<file path="src/rtl/ps2_kbd_mmio.sv">
// PS/2 keyboard receiver with a scan-code FIFO exposed as a memory-mapped read port.
// Latency: a code is pushed one cycle after the stop-bit edge is seen and becomes readable the cycle after that; reads are combinational.
// Backpressure: none toward the keyboard; a code arriving while the FIFO is full is dropped and the sticky overflow flag is set.
module ps2_kbd_mmio #(
  parameter int FIFO_AW     = 3,
  parameter int TIMEOUT_CYC = 50000
) (
  input  logic        clk,
  input  logic        rst,
  input  logic        ps2_clk,
  input  logic        ps2_data,
  input  logic [31:0] a,
  input  logic        rd,
  output logic [31:0] dout,
  output logic        ready,
  output logic        overflow,
  output logic        frame_err
);

  localparam int DEPTH = 1 << FIFO_AW;
  localparam int IW    = $clog2(TIMEOUT_CYC + 1);
  localparam logic [IW-1:0]      TO_VAL    = IW'(TIMEOUT_CYC);
  localparam logic [FIFO_AW:0]   DEPTH_VAL = (FIFO_AW+1)'(DEPTH);

  // ---------------------------------------------------------------------------
  // Input synchronizers
  // ---------------------------------------------------------------------------
  logic [2:0] ps2c_sync_q;
  logic [2:0] ps2d_sync_q;
  logic       ps2_fall;
  logic       ps2_bit;

  // Three-flop synchronizers; idle PS/2 lines are high, so reset to 1 to avoid a false edge.
  always_ff @(posedge clk or posedge rst) begin
    if (rst) begin
      ps2c_sync_q <= 3'b111;
      ps2d_sync_q <= 3'b111;
    end else begin
      ps2c_sync_q <= {ps2c_sync_q[1:0], ps2_clk};
      ps2d_sync_q <= {ps2d_sync_q[1:0], ps2_data};
    end
  end

  assign ps2_fall = ps2c_sync_q[2] & ~ps2c_sync_q[1];
  assign ps2_bit  = ps2d_sync_q[1];

  // ---------------------------------------------------------------------------
  // Frame receiver
  // ---------------------------------------------------------------------------
  logic [3:0]    bit_cnt_q;
  logic [9:0]    shift_q;      // after 10 shifts: [0]=start, [8:1]=D7..D0, [9]=parity
  logic [IW-1:0] idle_q;
  logic          push_req_q;
  logic [7:0]    push_dat_q;
  logic          frame_err_q;
  logic          frame_ok;

  // Odd parity: XOR over data and parity must be 1; the stop bit is the bit being sampled now.
  assign frame_ok = ~shift_q[0] & ps2_bit & (^shift_q[9:1]);

  // Bit collection, frame check on bit 10, and idle timeout that abandons partial frames silently.
  always_ff @(posedge clk or posedge rst) begin
    if (rst) begin
      bit_cnt_q   <= 4'd0;
      shift_q     <= 10'd0;
      idle_q      <= '0;
      push_req_q  <= 1'b0;
      push_dat_q  <= 8'h00;
      frame_err_q <= 1'b0;
    end else begin
      push_req_q <= 1'b0;
      if (ps2_fall) begin
        idle_q <= '0;
        if (bit_cnt_q == 4'd10) begin
          bit_cnt_q <= 4'd0;
          if (frame_ok) begin
            push_req_q <= 1'b1;
            push_dat_q <= shift_q[8:1];
          end else begin
            frame_err_q <= 1'b1;
          end
        end else begin
          shift_q   <= {ps2_bit, shift_q[9:1]};
          bit_cnt_q <= bit_cnt_q + 4'd1;
        end
      end else if (bit_cnt_q != 4'd0) begin
        if (idle_q == TO_VAL) begin
          bit_cnt_q <= 4'd0;
          idle_q    <= '0;
        end else begin
          idle_q <= idle_q + IW'(1);
        end
      end else begin
        idle_q <= '0;
      end
    end
  end

  // ---------------------------------------------------------------------------
  // Scan-code FIFO and CPU read port
  // ---------------------------------------------------------------------------
  logic [7:0]         mem [DEPTH];
  logic [FIFO_AW-1:0] wr_ptr_q, wr_ptr_d;
  logic [FIFO_AW-1:0] rd_ptr_q, rd_ptr_d;
  logic [FIFO_AW:0]   count_q, count_d;
  logic               overflow_q, overflow_d;
  logic               sel, pop, full, wr_en, drop;
  logic               unused_addr;

  assign unused_addr = ^a[28:0];
  assign sel   = (a[31:29] == 3'b101);
  assign ready = (count_q != '0);
  assign full  = (count_q == DEPTH_VAL);
  assign pop   = rd & sel & ready;
  // When full, a simultaneous pop frees the slot the new code lands in.
  assign wr_en = push_req_q & (~full | pop);
  assign drop  = push_req_q & full & ~pop;

  // Next-state for pointers, occupancy and the sticky overflow flag.
  always_comb begin
    wr_ptr_d   = wr_ptr_q;
    rd_ptr_d   = rd_ptr_q;
    count_d    = count_q;
    overflow_d = overflow_q;
    if (wr_en) wr_ptr_d = wr_ptr_q + FIFO_AW'(1);
    if (pop)   rd_ptr_d = rd_ptr_q + FIFO_AW'(1);
    if (wr_en && !pop)      count_d = count_q + (FIFO_AW+1)'(1);
    else if (!wr_en && pop) count_d = count_q - (FIFO_AW+1)'(1);
    if (drop)     overflow_d = 1'b1;
    else if (pop) overflow_d = 1'b0;
  end

  // FIFO control registers.
  always_ff @(posedge clk or posedge rst) begin
    if (rst) begin
      wr_ptr_q   <= '0;
      rd_ptr_q   <= '0;
      count_q    <= '0;
      overflow_q <= 1'b0;
    end else begin
      wr_ptr_q   <= wr_ptr_d;
      rd_ptr_q   <= rd_ptr_d;
      count_q    <= count_d;
      overflow_q <= overflow_d;
    end
  end

  // Storage array; contents are only observable through ready-gated dout, so no reset.
  always_ff @(posedge clk) begin
    if (wr_en) mem[wr_ptr_q] <= push_dat_q;
  end

  assign dout      = {23'b0, ready, (ready ? mem[rd_ptr_q] : 8'h00)};
  assign overflow  = overflow_q;
  assign frame_err = frame_err_q;

endmodule

</file>
<file path="config.mk">
export PLATFORM = sky130hd
export DESIGN_NAME = ps2_kbd_mmio
export DESIGN_NICKNAME = d
export VERILOG_FILES = /design/src/rtl/ps2_kbd_mmio.sv
export SDC_FILE = /design/constraint.sdc
export NUM_CORES = 1
export LEC_CHECK = 0
export ABC_AREA = 0
export BUFFER_PORTS_ARGS = -buffer_cell sky130_fd_sc_hd__buf_4
export CORE_UTILIZATION = 40
export DETAILED_ROUTE_END_ITERATION = 8
export HOLD_SLACK_MARGIN = 0.03
export PLACE_DENSITY_LB_ADDON = 0.05
export SYNTH_ARGS = -nofsm -noshare
export SYNTH_HDL_FRONTEND = slang
export SYNTH_SLANG_ARGS = --single-unit
</file>
<file path="constraint.sdc">
create_clock -name clk -period 2.85 [get_ports clk]
set_clock_uncertainty 0.05 [all_clocks]
set_input_delay 0.1425 -clock clk [delete_from_list [all_inputs] [get_ports clk]]
set_output_delay 0.1425 -clock clk [all_outputs]
set_load 0.02 [all_outputs]
</file>
; ---- Yosys cells after proc, flatten, opt, wreduce, memory -nomap -nowiden
; Memory sizes are Yosys's and may differ from the RTL's.
; Index checks and enable logic that the tools add are counted.
[totals]
n_memories = 1
latchBits = 0
inputBits = 37
rom_bits = 0
word_cells = 70
ff_bits = 56
ramBits = 64
output_inout_bits = 35
[memory_table]
columns = name, depth, width, rd, rd_clocked_by_memory_dff, write_ports, line
row1 = mem, 8, 8, 1, 0, 1, 102  ; logic [7:0] mem [DEPTH];
[classes]
n_mux = 17
reduce_logical = 15
n_div = 0
n_eq_ne = 4
magnitude_cmp = 0
mul = 0
n_shift = 0
add_sub_neg = 6
bitwise = 15
[op_table]
columns = operator, count
row1 = two-way mux 16 bit, 3
row2 = two-way mux 4 bit, 6
row3 = "adder 16 x 1 -> 16 bit, second input constant", 1
row4 = "equality test 16 bit, second input constant", 1
row5 = parity 9 bit, 1
row6 = "adder 4 x 1 -> 4 bit, second input constant", 2
row7 = AND 1 bit, 8
row8 = "equality test 4 bit, second input constant", 2
row9 = two-way mux 8 bit, 1
row10 = nonzero test 2 bit, 4
row11 = nonzero test 4 bit, 2
row12 = two-way mux 1 bit, 7
row13 = "adder 3 x 1 -> 3 bit, second input constant", 2
row14 = NOT 1 bit, 6
row15 = AND reduction 3 bit, 2
row16 = AND reduction 2 bit, 2
row17 = "subtractor 4 x 1 -> 4 bit, second input constant", 1
row18 = "equality test 3 bit, second input constant", 1
row19 = logical AND 1 bit, 2
row20 = logical NOT 1 bit, 2
row21 = OR 1 bit, 1

; ---- Depth between registers and ports, before layout
; Gate-level depths: netlist (run 1).
[logic_depth]
ltp_word = 9
ltp_mapped = 12
ltp_nobuf = 12

; ---- Worst setup path before layout (run 1)
; Ideal clock, no wire load.
[synth_timing]
path_kind = register -> register
from = register count_q[0]
to = register count_q[3]
required_ns = 2.675
setup_ns = 0.125
setup_slack_ns = 0.194
arrival_ns = 2.481
n_path_buf = 0
path_stages_with_launch = 12
synth_period_minus_slack_ns = 2.656
path_cell_list = dfrtp_1 -> nor4_2 -> nor2b_1 -> inv_1 -> ha_1 -> inv_1 -> ha_1 -> a21o_1 -> a21oi_1 -> xnor2_1 -> nor2_1 -> xor2_1
[synth_between]
elab_chain_len = 7
elab_cells_between_ends = 15
classes_between = add/sub: 2 / eq/ne: 1 / mux: 2 / bitwise: 4 / reduce/logical: 6
[synth_rtl]
columns = element, line
row1 = from (decl), 105  ; logic [FIFO_AW:0] count_q, count_d;
row2 = from (signal assigned), 143  ; count_q <= count_d;
row3 = nonzero test 4 bit / equality test 4 bit (equally long branches), "112, 113"
row4 = AND 1 bit / NOT 1 bit (equally long branches), "114, 116"
row5 = OR 1 bit, 116  ; assign wr_en = push_req_q & (~full | pop);
row6 = AND 1 bit, 116
row7 = logical NOT 1 bit, 128  ; else if (!wr_en && pop) count_d = count_q - (FIFO_AW+1)'(1);
row8 = logical AND 1 bit, 128
row9 = nonzero test 2 bit (no source line), --
; Several ways; a longest one is shown, not always the timed one. The select of a mux whose other input is x is not followed.
; A chain may end at the register's enable or synchronous reset.

; ---- Worst setup path in the final report (run 1)
[layout_timing]
from = register count_q[0]
to = register count_q[3]
[layout_between]
elab_chain_len = 7
elab_cells_between_ends = 15
classes_between = add/sub: 2 / eq/ne: 1 / mux: 2 / bitwise: 4 / reduce/logical: 6
[layout_rtl]
columns = element, line
row1 = nonzero test 4 bit / equality test 4 bit (equally long branches), "112, 113"
row2 = AND 1 bit / NOT 1 bit (equally long branches), "114, 116"
row3 = OR 1 bit (*), 116
row4 = AND 1 bit (*), 116
row5 = net wr_en, 107  ; logic sel, pop, full, wr_en, drop;
row6 = logical NOT 1 bit, 128
row7 = logical AND 1 bit, 128
row8 = nonzero test 2 bit (no source line), --
; The timed path passes the listed nets; every way through them passes the cells marked *. The select of a mux whose other input is x is not followed.

==> impl_metrics.prom, run 1 <==
# TYPE chip_impl_metric gauge
chip_impl_metric{name="r2r_slack",unit="ns"} 0.26
chip_impl_metric{name="grt.met1_usage",unit=""} 0.1918
chip_impl_metric{name="timing.critical_path.buf_inv",unit=""} 2
chip_impl_metric{name="cts.sinks",unit=""} 120
chip_impl_metric{name="antenna_cells_inserted",unit=""} 0
chip_impl_metric{name="layout-drive-gt1-share",unit=""} 0.2705
chip_impl_metric{name="worst-path-max-fanout",unit=""} 5
chip_impl_metric{name="htreeDepth",unit=""} 4
chip_impl_metric{name="cts-resized-gates",unit=""} 0
chip_impl_metric{name="detail_route.first_pass.iterations",unit=""} 4
chip_impl_info{name="rsz0062_at_grt",value="no"} 1
chip_impl_metric{name="die_x",unit="um"} 116.3
chip_impl_metric{name="route.detailed.wl_per_inst",unit="um"} 15.40
chip_impl_metric{name="vdd_drop_max",unit="mV"} 0.3730
chip_impl_metric{name="place_ws",unit="ns"} 0.2593
chip_impl_metric{name="crit_path_max_incr_delay",unit="ns"} 0.45
chip_impl_info{name="crit_family",value="compound AO/OA/AOI/OAI gates"} 1
chip_impl_info{name="timing.critical_path.to_type",value="flop"} 1
chip_impl_metric{name="post_drt_via_cell_ratio",unit=""} 4.729
chip_impl_metric{name="cp.required",unit="ns"} 3.09
chip_impl_metric{name="syn-instance-count",unit=""} 353
chip_impl_info{name="critPathLaunch",value="count_q[0]"} 1
chip_impl_metric{name="floorplan.die_area",unit="mm^2"} 0.01352
chip_impl_metric{name="placed_cells_incl_taps",unit=""} 551
chip_impl_metric{name="synthArstFlopShare",unit=""} 0.4667
chip_impl_metric{name="buffer_ports.inserted",unit=""} 19
chip_impl_info{name="path_cells",value="nor3_1 -> nand2_1 -> o21ai_0 -> inv_1 -> ha_1 -> inv_1 -> ha_1 -> a21o_1 -> a21oi_1 -> xnor2_1 -> nor2_1 -> xor2_1"} 1
chip_impl_metric{name="max-slew-margin-rel",unit=""} 0.6065
chip_impl_metric{name="route.vias.total",unit=""} 2771
chip_impl_metric{name="cts_setup_buffers",unit=""} 0
chip_impl_metric{name="final.setup.tns",unit="ns"} 0
chip_impl_metric{name="grt_antenna_before_repair",unit=""} 0
chip_impl_metric{name="syn_to_final_growth",unit="%"} 19.02
chip_impl_metric{name="synth_edf_count",unit=""} 64
chip_impl_info{name="worst_path_max_delay_cell",value="sky130_fd_sc_hd__dfrtp_1"} 1
chip_impl_metric{name="start_util",unit=""} 0.4122
chip_impl_metric{name="floorplan.core_area",unit="mm^2"} 0.01267
chip_impl_metric{name="grt_max_degree",unit=""} 26
chip_impl_metric{name="drt_drc_violations_left",unit=""} 0
chip_impl_metric{name="grt_pass1_vias",unit=""} 2785
chip_impl_metric{name="tightest_slew",unit="ns"} 0.5849
chip_impl_metric{name="count_of_nets_left_with_antenna_violations_after_detail_routing",unit=""} 0
chip_impl_info{name="worstReg2RegStart",value="count_q[0]"} 1
chip_impl_info{name="timing.rr.end",value="count_q[3]"} 1
chip_impl_metric{name="hold_viol",unit=""} 0
chip_impl_metric{name="grt-ovfl-total",unit=""} 0
chip_impl_metric{name="cts-root-to-sink-buffers",unit=""} 2
chip_impl_metric{name="syn_warnings",unit=""} 0
chip_impl_metric{name="syn_avg_cell_area",unit="um^2"} 14.79
chip_impl_metric{name="endpoints_failing_setup",unit=""} 0
chip_impl_metric{name="filler_cells_inserted",unit=""} 1133
chip_impl_info{name="tritoncts",value="yes"} 1
chip_impl_info{name="grt.busiest_layer",value="met2"} 1
chip_impl_metric{name="drv_cap",unit=""} 0
chip_impl_metric{name="r2r.worst_path.cells",unit=""} 12
chip_impl_info{name="holdCritPathClass",value="input pin to async pin"} 1
chip_impl_metric{name="timing.final.ws_setup",unit="ns"} 0.2555
chip_impl_metric{name="final_area",unit="mm^2"} 0.006216
chip_impl_info{name="critical_path_class",value="flop to flop"} 1
chip_impl_metric{name="cts.clk_slew.worst_paths",unit="ns"} 0.05
chip_impl_metric{name="min_period",unit="ns"} 2.594
chip_impl_metric{name="fmax",unit="GHz"} 0.3854
chip_impl_metric{name="ios",unit=""} 72
chip_impl_metric{name="yosysUniqueCellTypes",unit=""} 42
chip_impl_metric{name="final_max_slew_viol_count",unit=""} 0
chip_impl_info{name="crit_end",value="count_q[3]"} 1
chip_impl_metric{name="place.gp.congestion",unit=""} 0.7781
chip_impl_metric{name="dpl-instance-area",unit="mm^2"} 0.005583
chip_impl_metric{name="p_leak",unit="uW"} 0.002579
chip_impl_info{name="crit_path_start_kind",value="flop"} 1
chip_impl_metric{name="syn_area",unit="mm^2"} 0.005223
chip_impl_metric{name="gr-usage-met3",unit=""} 0.04826
chip_impl_metric{name="holdBufCountCts",unit=""} 3
chip_impl_metric{name="final.period_utilization",unit=""} 0.9103
chip_impl_metric{name="drt_iter0_markers",unit=""} 124
chip_impl_metric{name="routed_wl",unit="um"} 9022
chip_impl_metric{name="post_synthesis_sequential_area_ratio",unit=""} 0.6375
chip_impl_metric{name="floorplan.rows",unit=""} 41
chip_impl_info{name="layout.cells.most_common",value="sky130_fd_sc_hd__edfxtp_1"} 1
chip_impl_info{name="run_status",value="completed"} 1
chip_impl_metric{name="globalRouteTotalUtil",unit=""} 0.1556
chip_impl_metric{name="place_hpwl",unit="um"} 5923
chip_impl_info{name="ctsRootBufferMaster",value="sky130_fd_sc_hd__clkbuf_16"} 1
chip_impl_metric{name="crit_arrival",unit="ns"} 2.84
chip_impl_metric{name="global_route_met2_usage",unit=""} 0.2485
chip_impl_info{name="most-common-layout-cells",value="64 x sky130_fd_sc_hd__edfxtp_1, 51 x sky130_fd_sc_hd__dfrtp_1, 36 x sky130_fd_sc_hd__nor2_1, 34 x sky130_fd_sc_hd__buf_4, 23 x sky130_fd_sc_hd__conb_1"} 1
chip_impl_metric{name="clkLatencyLatePin",unit="ns"} 0.41
chip_impl_metric{name="final_std_cells_w_o_fill",unit=""} 586
chip_impl_info{name="ys_dominant_reg_cell",value="sky130_fd_sc_hd__edfxtp_1"} 1
chip_impl_metric{name="die-height",unit="um"} 116.3
chip_impl_metric{name="cellPowerDensity",unit="mW/mm^2"} 903.7
chip_impl_metric{name="yosys_register_bits",unit=""} 120
chip_impl_metric{name="nNetsFinal",unit=""} 449
chip_impl_metric{name="first_pass_grt_wire_length",unit="um"} 14890
chip_impl_metric{name="worstSetupPathDepth",unit=""} 12
chip_impl_metric{name="cts-buffers-inserted",unit=""} 17
state kept, by name, indices dropped and copies added (netlist names), 3 cells and up:
register,cells
push_dat_q,8
idle_q,16
count_q,4
ps2c_sync_q,3
mem,64
rd_ptr_q,3
wr_ptr_q,3
shift_q,10
bit_cnt_q,4
cells by family (layout without fill, tap and decap cells):
logic type,Yosys count,count (layout),share of synthesized area
flip-flops,120,120,0.6375
adder cells (fa/ha/maj),11,11,0.02779
multiplexers,44,44,0.1275
buffers and inverters,43,82,0.04935
AND/OR/NAND/NOR,91,91,0.08840
AO/OA/AOI/OAI,15,15,0.01773
other,1,23,0.0007180
XOR/XNOR,28,28,0.05103
cell type report:
class	count	area [um^2]	share of cell area
Inverter	12	45.04	0.007246
Sequential cell	120	3329	0.5356
Tap cell	172	215.2	0.03462
Clock buffer	17	425.4	0.06844
Timing Repair Buffer	38	305.3	0.04911
Multi-Input combinational cell	212	1718	0.2764
Clock inverter	15	177.7	0.02858
worst reg2reg max path, cell delays in order, from the launching register on:
cell and delay (ns):
sky130_fd_sc_hd__dfrtp_1 0.45, sky130_fd_sc_hd__nor3_1 0.28, sky130_fd_sc_hd__nand2_1 0.08, sky130_fd_sc_hd__o21ai_0 0.28
sky130_fd_sc_hd__inv_1 0.12, sky130_fd_sc_hd__ha_1 0.24, sky130_fd_sc_hd__inv_1 0.08, sky130_fd_sc_hd__ha_1 0.23
sky130_fd_sc_hd__a21o_1 0.17, sky130_fd_sc_hd__a21oi_1 0.16, sky130_fd_sc_hd__xnor2_1 0.13, sky130_fd_sc_hd__nor2_1 0.06
sky130_fd_sc_hd__xor2_1 0.14
worst min-delay path by stage:
stage | start | end | depth (start not counted)
after floorplan | ps2_clk | ps2c_sync_q[0] | 0
after global placement | rst | count_q[2] | 2
after detailed placement | rst | count_q[2] | 2
after CTS | a[30] | overflow | 4
after global routing | ps2d_sync_q[0] | ps2d_sync_q[1] | 0
final | rst | idle_q[8] | 3
synth_stat cells (3+ instances only):
cell                       count  area share
sky130_fd_sc_hd__edfxtp_1     64        0.37
sky130_fd_sc_hd__dfrtp_1      51        0.24
sky130_fd_sc_hd__nor2_1       36       0.026
sky130_fd_sc_hd__buf_4        25       0.036
sky130_fd_sc_hd__mux2_2       20       0.043
sky130_fd_sc_hd__nand2_1      18       0.013
sky130_fd_sc_hd__mux4_2       16       0.069
sky130_fd_sc_hd__xnor2_1      16       0.027
sky130_fd_sc_hd__inv_1        12      0.0086
sky130_fd_sc_hd__ha_1         10       0.024
sky130_fd_sc_hd__xor2_1       10       0.017
sky130_fd_sc_hd__mux2i_1       8       0.015
sky130_fd_sc_hd__nand3_1       8      0.0077
sky130_fd_sc_hd__o21ai_0       7      0.0067
sky130_fd_sc_hd__dfstp_2       5       0.025
sky130_fd_sc_hd__nand2b_1      4      0.0048
sky130_fd_sc_hd__nor3_1        4      0.0038
sky130_fd_sc_hd__nor4_1        4      0.0048
sky130_fd_sc_hd__clkbuf_1      3      0.0022
layer usage:
metal	share of wire	vias to the layer above
li1	-	1333
met3	0.031	13
met5	0	-
met1	0.46	1383
met4	0.019	0
met2	0.49	42
report_power, final:
part | switching, uW | total, uW | internal (uW)
Sequential | 234 | 2210 | 1980
Combinational | 598 | 1260 | 660
Clock | 769 | 2140 | 1380
Total | 1600 | 5620 | 4020
metrics by stage:
| stage | power [uW] | utilization | hold slack (ns) |
|---|---|---|---|
| 6_report | 5617 | 0.4906 | 0.2901 |
| 5_1_grt | 5930 | 0.4906 | 0.3112 |
| 4_1_cts | 5703 | 0.4906 | 0.2830 |
| 3_5_place_dp | 3532 | 0.4406 | 0.1904 |
| 3_3_place_gp | 3513 | 0.4406 | 0.1873 |
| 2_1_floorplan | 3201 | - | 0.09698 |
No activity file was read; power rests on OpenSTA's default activity.
==> run 2: changes to the inputs <==
CORE_MARGIN = 8   (was unset)
REMOVE_ABC_BUFFERS = 1   (was unset)
==> run 2 against run 1 <==
Against the previous run:
- sequential share of layout area rose by 0.59 points
- hold slack got worse by 0.041 ns
- cell count did not move
- clock power fell by 7%
- largest power group unchanged
==> impl_metrics.prom, run 2 (synthesis gave the netlist of run 1 again) <==
# TYPE chip_impl_metric gauge
chip_impl_metric{name="die_x",unit="um"} 130.3
chip_impl_metric{name="layout-drive-gt1-share",unit=""} 0.2585
chip_impl_metric{name="min_period",unit="ns"} 2.557
chip_impl_metric{name="count_of_nets_left_with_antenna_violations_after_detail_routing",unit=""} 0
chip_impl_metric{name="intPower",unit="uW"} 3905
chip_impl_metric{name="drv_cap",unit=""} 0
chip_impl_metric{name="switching_fraction_of_total_power",unit=""} 0.2835
chip_impl_info{name="worst_path_max_delay_cell",value="sky130_fd_sc_hd__dfrtp_1"} 1
chip_impl_info{name="path_cells",value="nor3_1 -> nand2_1 -> o21ai_1 -> inv_1 -> ha_1 -> inv_1 -> ha_1 -> a21o_1 -> a21oi_1 -> xnor2_1 -> nor2_1 -> xor2_1"} 1
chip_impl_metric{name="drt_drc_violations_left",unit=""} 0
chip_impl_metric{name="power_frac_comb",unit=""} 0.238
chip_impl_metric{name="globalRouteTotalUtil",unit=""} 0.1238
chip_impl_metric{name="detail_route.first_pass.iterations",unit=""} 4
chip_impl_metric{name="grt_antenna_before_repair",unit=""} 0
chip_impl_metric{name="largest_reg_flops",unit=""} 64
chip_impl_metric{name="crit_arrival",unit="ns"} 2.79
chip_impl_info{name="rsz0062_at_grt",value="no"} 1
chip_impl_metric{name="fmax",unit="GHz"} 0.3910
chip_impl_metric{name="first_pass_grt_wire_length",unit="um"} 15440
chip_impl_metric{name="post_drt_via_cell_ratio",unit=""} 4.734
chip_impl_metric{name="timing.critical_path.buf_inv",unit=""} 2
chip_impl_metric{name="final.period_utilization",unit=""} 0.8974
chip_impl_metric{name="endpoints_failing_setup",unit=""} 0
chip_impl_metric{name="net-switching-power",unit="uW"} 1545
chip_impl_metric{name="cts-root-to-sink-buffers",unit=""} 2
chip_impl_metric{name="cts_setup_buffers",unit=""} 0
chip_impl_metric{name="p_leak",unit="uW"} 0.002547
chip_impl_metric{name="antenna_cells_inserted",unit=""} 0
chip_impl_metric{name="ios",unit=""} 72
chip_impl_metric{name="nNetsFinal",unit=""} 449
chip_impl_info{name="layout.cells.most_common",value="sky130_fd_sc_hd__edfxtp_1"} 1
chip_impl_metric{name="buffer_ports.inserted",unit=""} 19
chip_impl_info{name="critical_path_class",value="flop to flop"} 1
chip_impl_metric{name="vdd_drop_max",unit="mV"} 0.4546
chip_impl_metric{name="final_max_slew_viol_count",unit=""} 0
chip_impl_metric{name="die-height",unit="um"} 130.3
chip_impl_metric{name="start_util",unit=""} 0.4122
chip_impl_metric{name="floorplan.rows",unit=""} 41
chip_impl_info{name="largest_registers",value="mem (64), idle_q (16), shift_q (10)"} 1
chip_impl_info{name="crit_path_start_kind",value="flop"} 1
chip_impl_info{name="regMostFlops",value="mem"} 1
chip_impl_metric{name="cellPowerDensity",unit="mW/mm^2"} 886.3
chip_impl_metric{name="drt_iter0_markers",unit=""} 206
chip_impl_metric{name="place_hpwl",unit="um"} 6179
chip_impl_info{name="most-common-layout-cells",value="64 x sky130_fd_sc_hd__edfxtp_1, 51 x sky130_fd_sc_hd__dfrtp_1, 36 x sky130_fd_sc_hd__nor2_1, 35 x sky130_fd_sc_hd__buf_4, 23 x sky130_fd_sc_hd__conb_1"} 1
chip_impl_metric{name="cts.clk_slew.worst_paths",unit="ns"} 0.05
chip_impl_info{name="crit_family",value="compound AO/OA/AOI/OAI gates"} 1
chip_impl_metric{name="htreeDepth",unit=""} 4
chip_impl_metric{name="syn_to_final_growth",unit="%"} 17.73
chip_impl_metric{name="grt-ovfl-total",unit=""} 0
chip_impl_metric{name="final_core_util",unit=""} 0.4852
chip_impl_metric{name="filler_cells_inserted",unit=""} 1129
chip_impl_metric{name="grt_max_degree",unit=""} 25
chip_impl_info{name="run_status",value="completed"} 1
chip_impl_metric{name="power.sequential.fraction",unit=""} 0.399
chip_impl_info{name="tritoncts",value="yes"} 1
chip_impl_metric{name="crit_path_max_incr_delay",unit="ns"} 0.44
chip_impl_info{name="timing.critical_path.to_type",value="flop"} 1
chip_impl_metric{name="power.clock.fraction",unit=""} 0.363
chip_impl_metric{name="grt_pass1_vias",unit=""} 2896
chip_impl_metric{name="tightest_slew",unit="ns"} 0.9403
chip_impl_metric{name="route.vias.total",unit=""} 2774
chip_impl_metric{name="max-slew-margin-rel",unit=""} 0.3683
chip_impl_metric{name="cp.required",unit="ns"} 3.08
chip_impl_metric{name="final.setup.tns",unit="ns"} 0
chip_impl_metric{name="routed_wl",unit="um"} 9382
chip_impl_metric{name="place.gp.congestion",unit=""} 0.7527
chip_impl_metric{name="clkLatencyLatePin",unit="ns"} 0.40
chip_impl_metric{name="worst-path-max-fanout",unit=""} 5
chip_impl_metric{name="floorplan.core_area",unit="mm^2"} 0.01267
chip_impl_info{name="ctsRootBufferMaster",value="sky130_fd_sc_hd__clkbuf_16"} 1
chip_impl_info{name="holdCritPathClass",value="input pin to flop"} 1
chip_impl_metric{name="cts-buffers-inserted",unit=""} 17
chip_impl_metric{name="floorplan.die_area",unit="mm^2"} 0.01697
chip_impl_metric{name="cts.sinks",unit=""} 120
chip_impl_metric{name="route.detailed.wl_per_inst",unit="um"} 16.01
chip_impl_metric{name="hold_viol",unit=""} 0
[run 2: changes by cell type in the layout (fill, tap and decap cells not counted), sizes merged]
cell and change:
clkbuf +5, clkinv -3, inv -2, bufinv -1, clkinvlp +1
[run 2: final timing paths]
check                               start  cells after the start  slack [ns]             end
max                            count_q[1]                     12        0.29      count_q[3]
min in group asynchronous             rst                      3        0.28    bit_cnt_q[3]
max in group asynchronous             rst                      4        1.81  ps2d_sync_q[1]
max reg2reg                    count_q[1]                     12        0.29      count_q[3]
min reg2reg                ps2d_sync_q[0]                      0        0.31  ps2d_sync_q[1]
min                                 a[31]                      5        0.25     wr_ptr_q[1]
[run 2: worst min-delay path, delay by kind of cell]
family          cells  cell delay (ns)
simple gates        3             0.32
buf+inv             1             0.07
compound gates      1             0.12
[run 2: timing repair]
| action | 4_1_cts | 5_1_grt |
|---|---|---|
| endpoints found under the setup margin | 0 | 1 |
| resized for setup | 0 | 1 |
| hold buffers | 3 | 0 |
| hold endpoints to repair | 24 | 0 |
[run 2: final cells by class]
cell class	instances	area (um^2)	area share
Inverter	12	45.04	0.007326
Clock buffer	22	444.2	0.07224
Clock inverter	10	103.9	0.01689
Multi-Input combinational cell	212	1718	0.2794
Timing Repair Buffer	38	292.8	0.04762
Sequential cell	120	3329	0.5415
Tap cell	172	215.2	0.03500
[run 2: layer usage]
metal,vias to the layer above,routed length [um],share of wire,GRT usage
li1,1333,-,-,-
met1,1384,4231,0.45,0.1515
met2,43,4662,0.50,0.1974
met3,14,335,0.036,0.03631
met4,0,153,0.016,0.05943
met5,-,0,0,0
[run 2: through the flow]
step	hold WS (ns)	worst slack [ns]	instance area (um^2)	std cells	total power, uW
floorplan	0.09698	0.1937	5092	344	3139
CTS	0.2787	0.1891	6148	586	5544
global route	0.2965	0.07000	6148	586	5757
global placement	0.1694	0.2259	5570	551	3514
detailed placement	0.1690	0.2106	5570	551	3530
finish	0.2492	0.2925	6148	586	5450
[run 2: power by group through the flow]
stage                     clock [uW]  sequential, uW  combinational [uW]
after floorplan                    0            2250                 889
after global placement             0            2210                1310
after detailed placement           0            2200                1330
after CTS                       2030            2180                1330
after global routing            2110            2210                1440
final                           1980            2170                1300
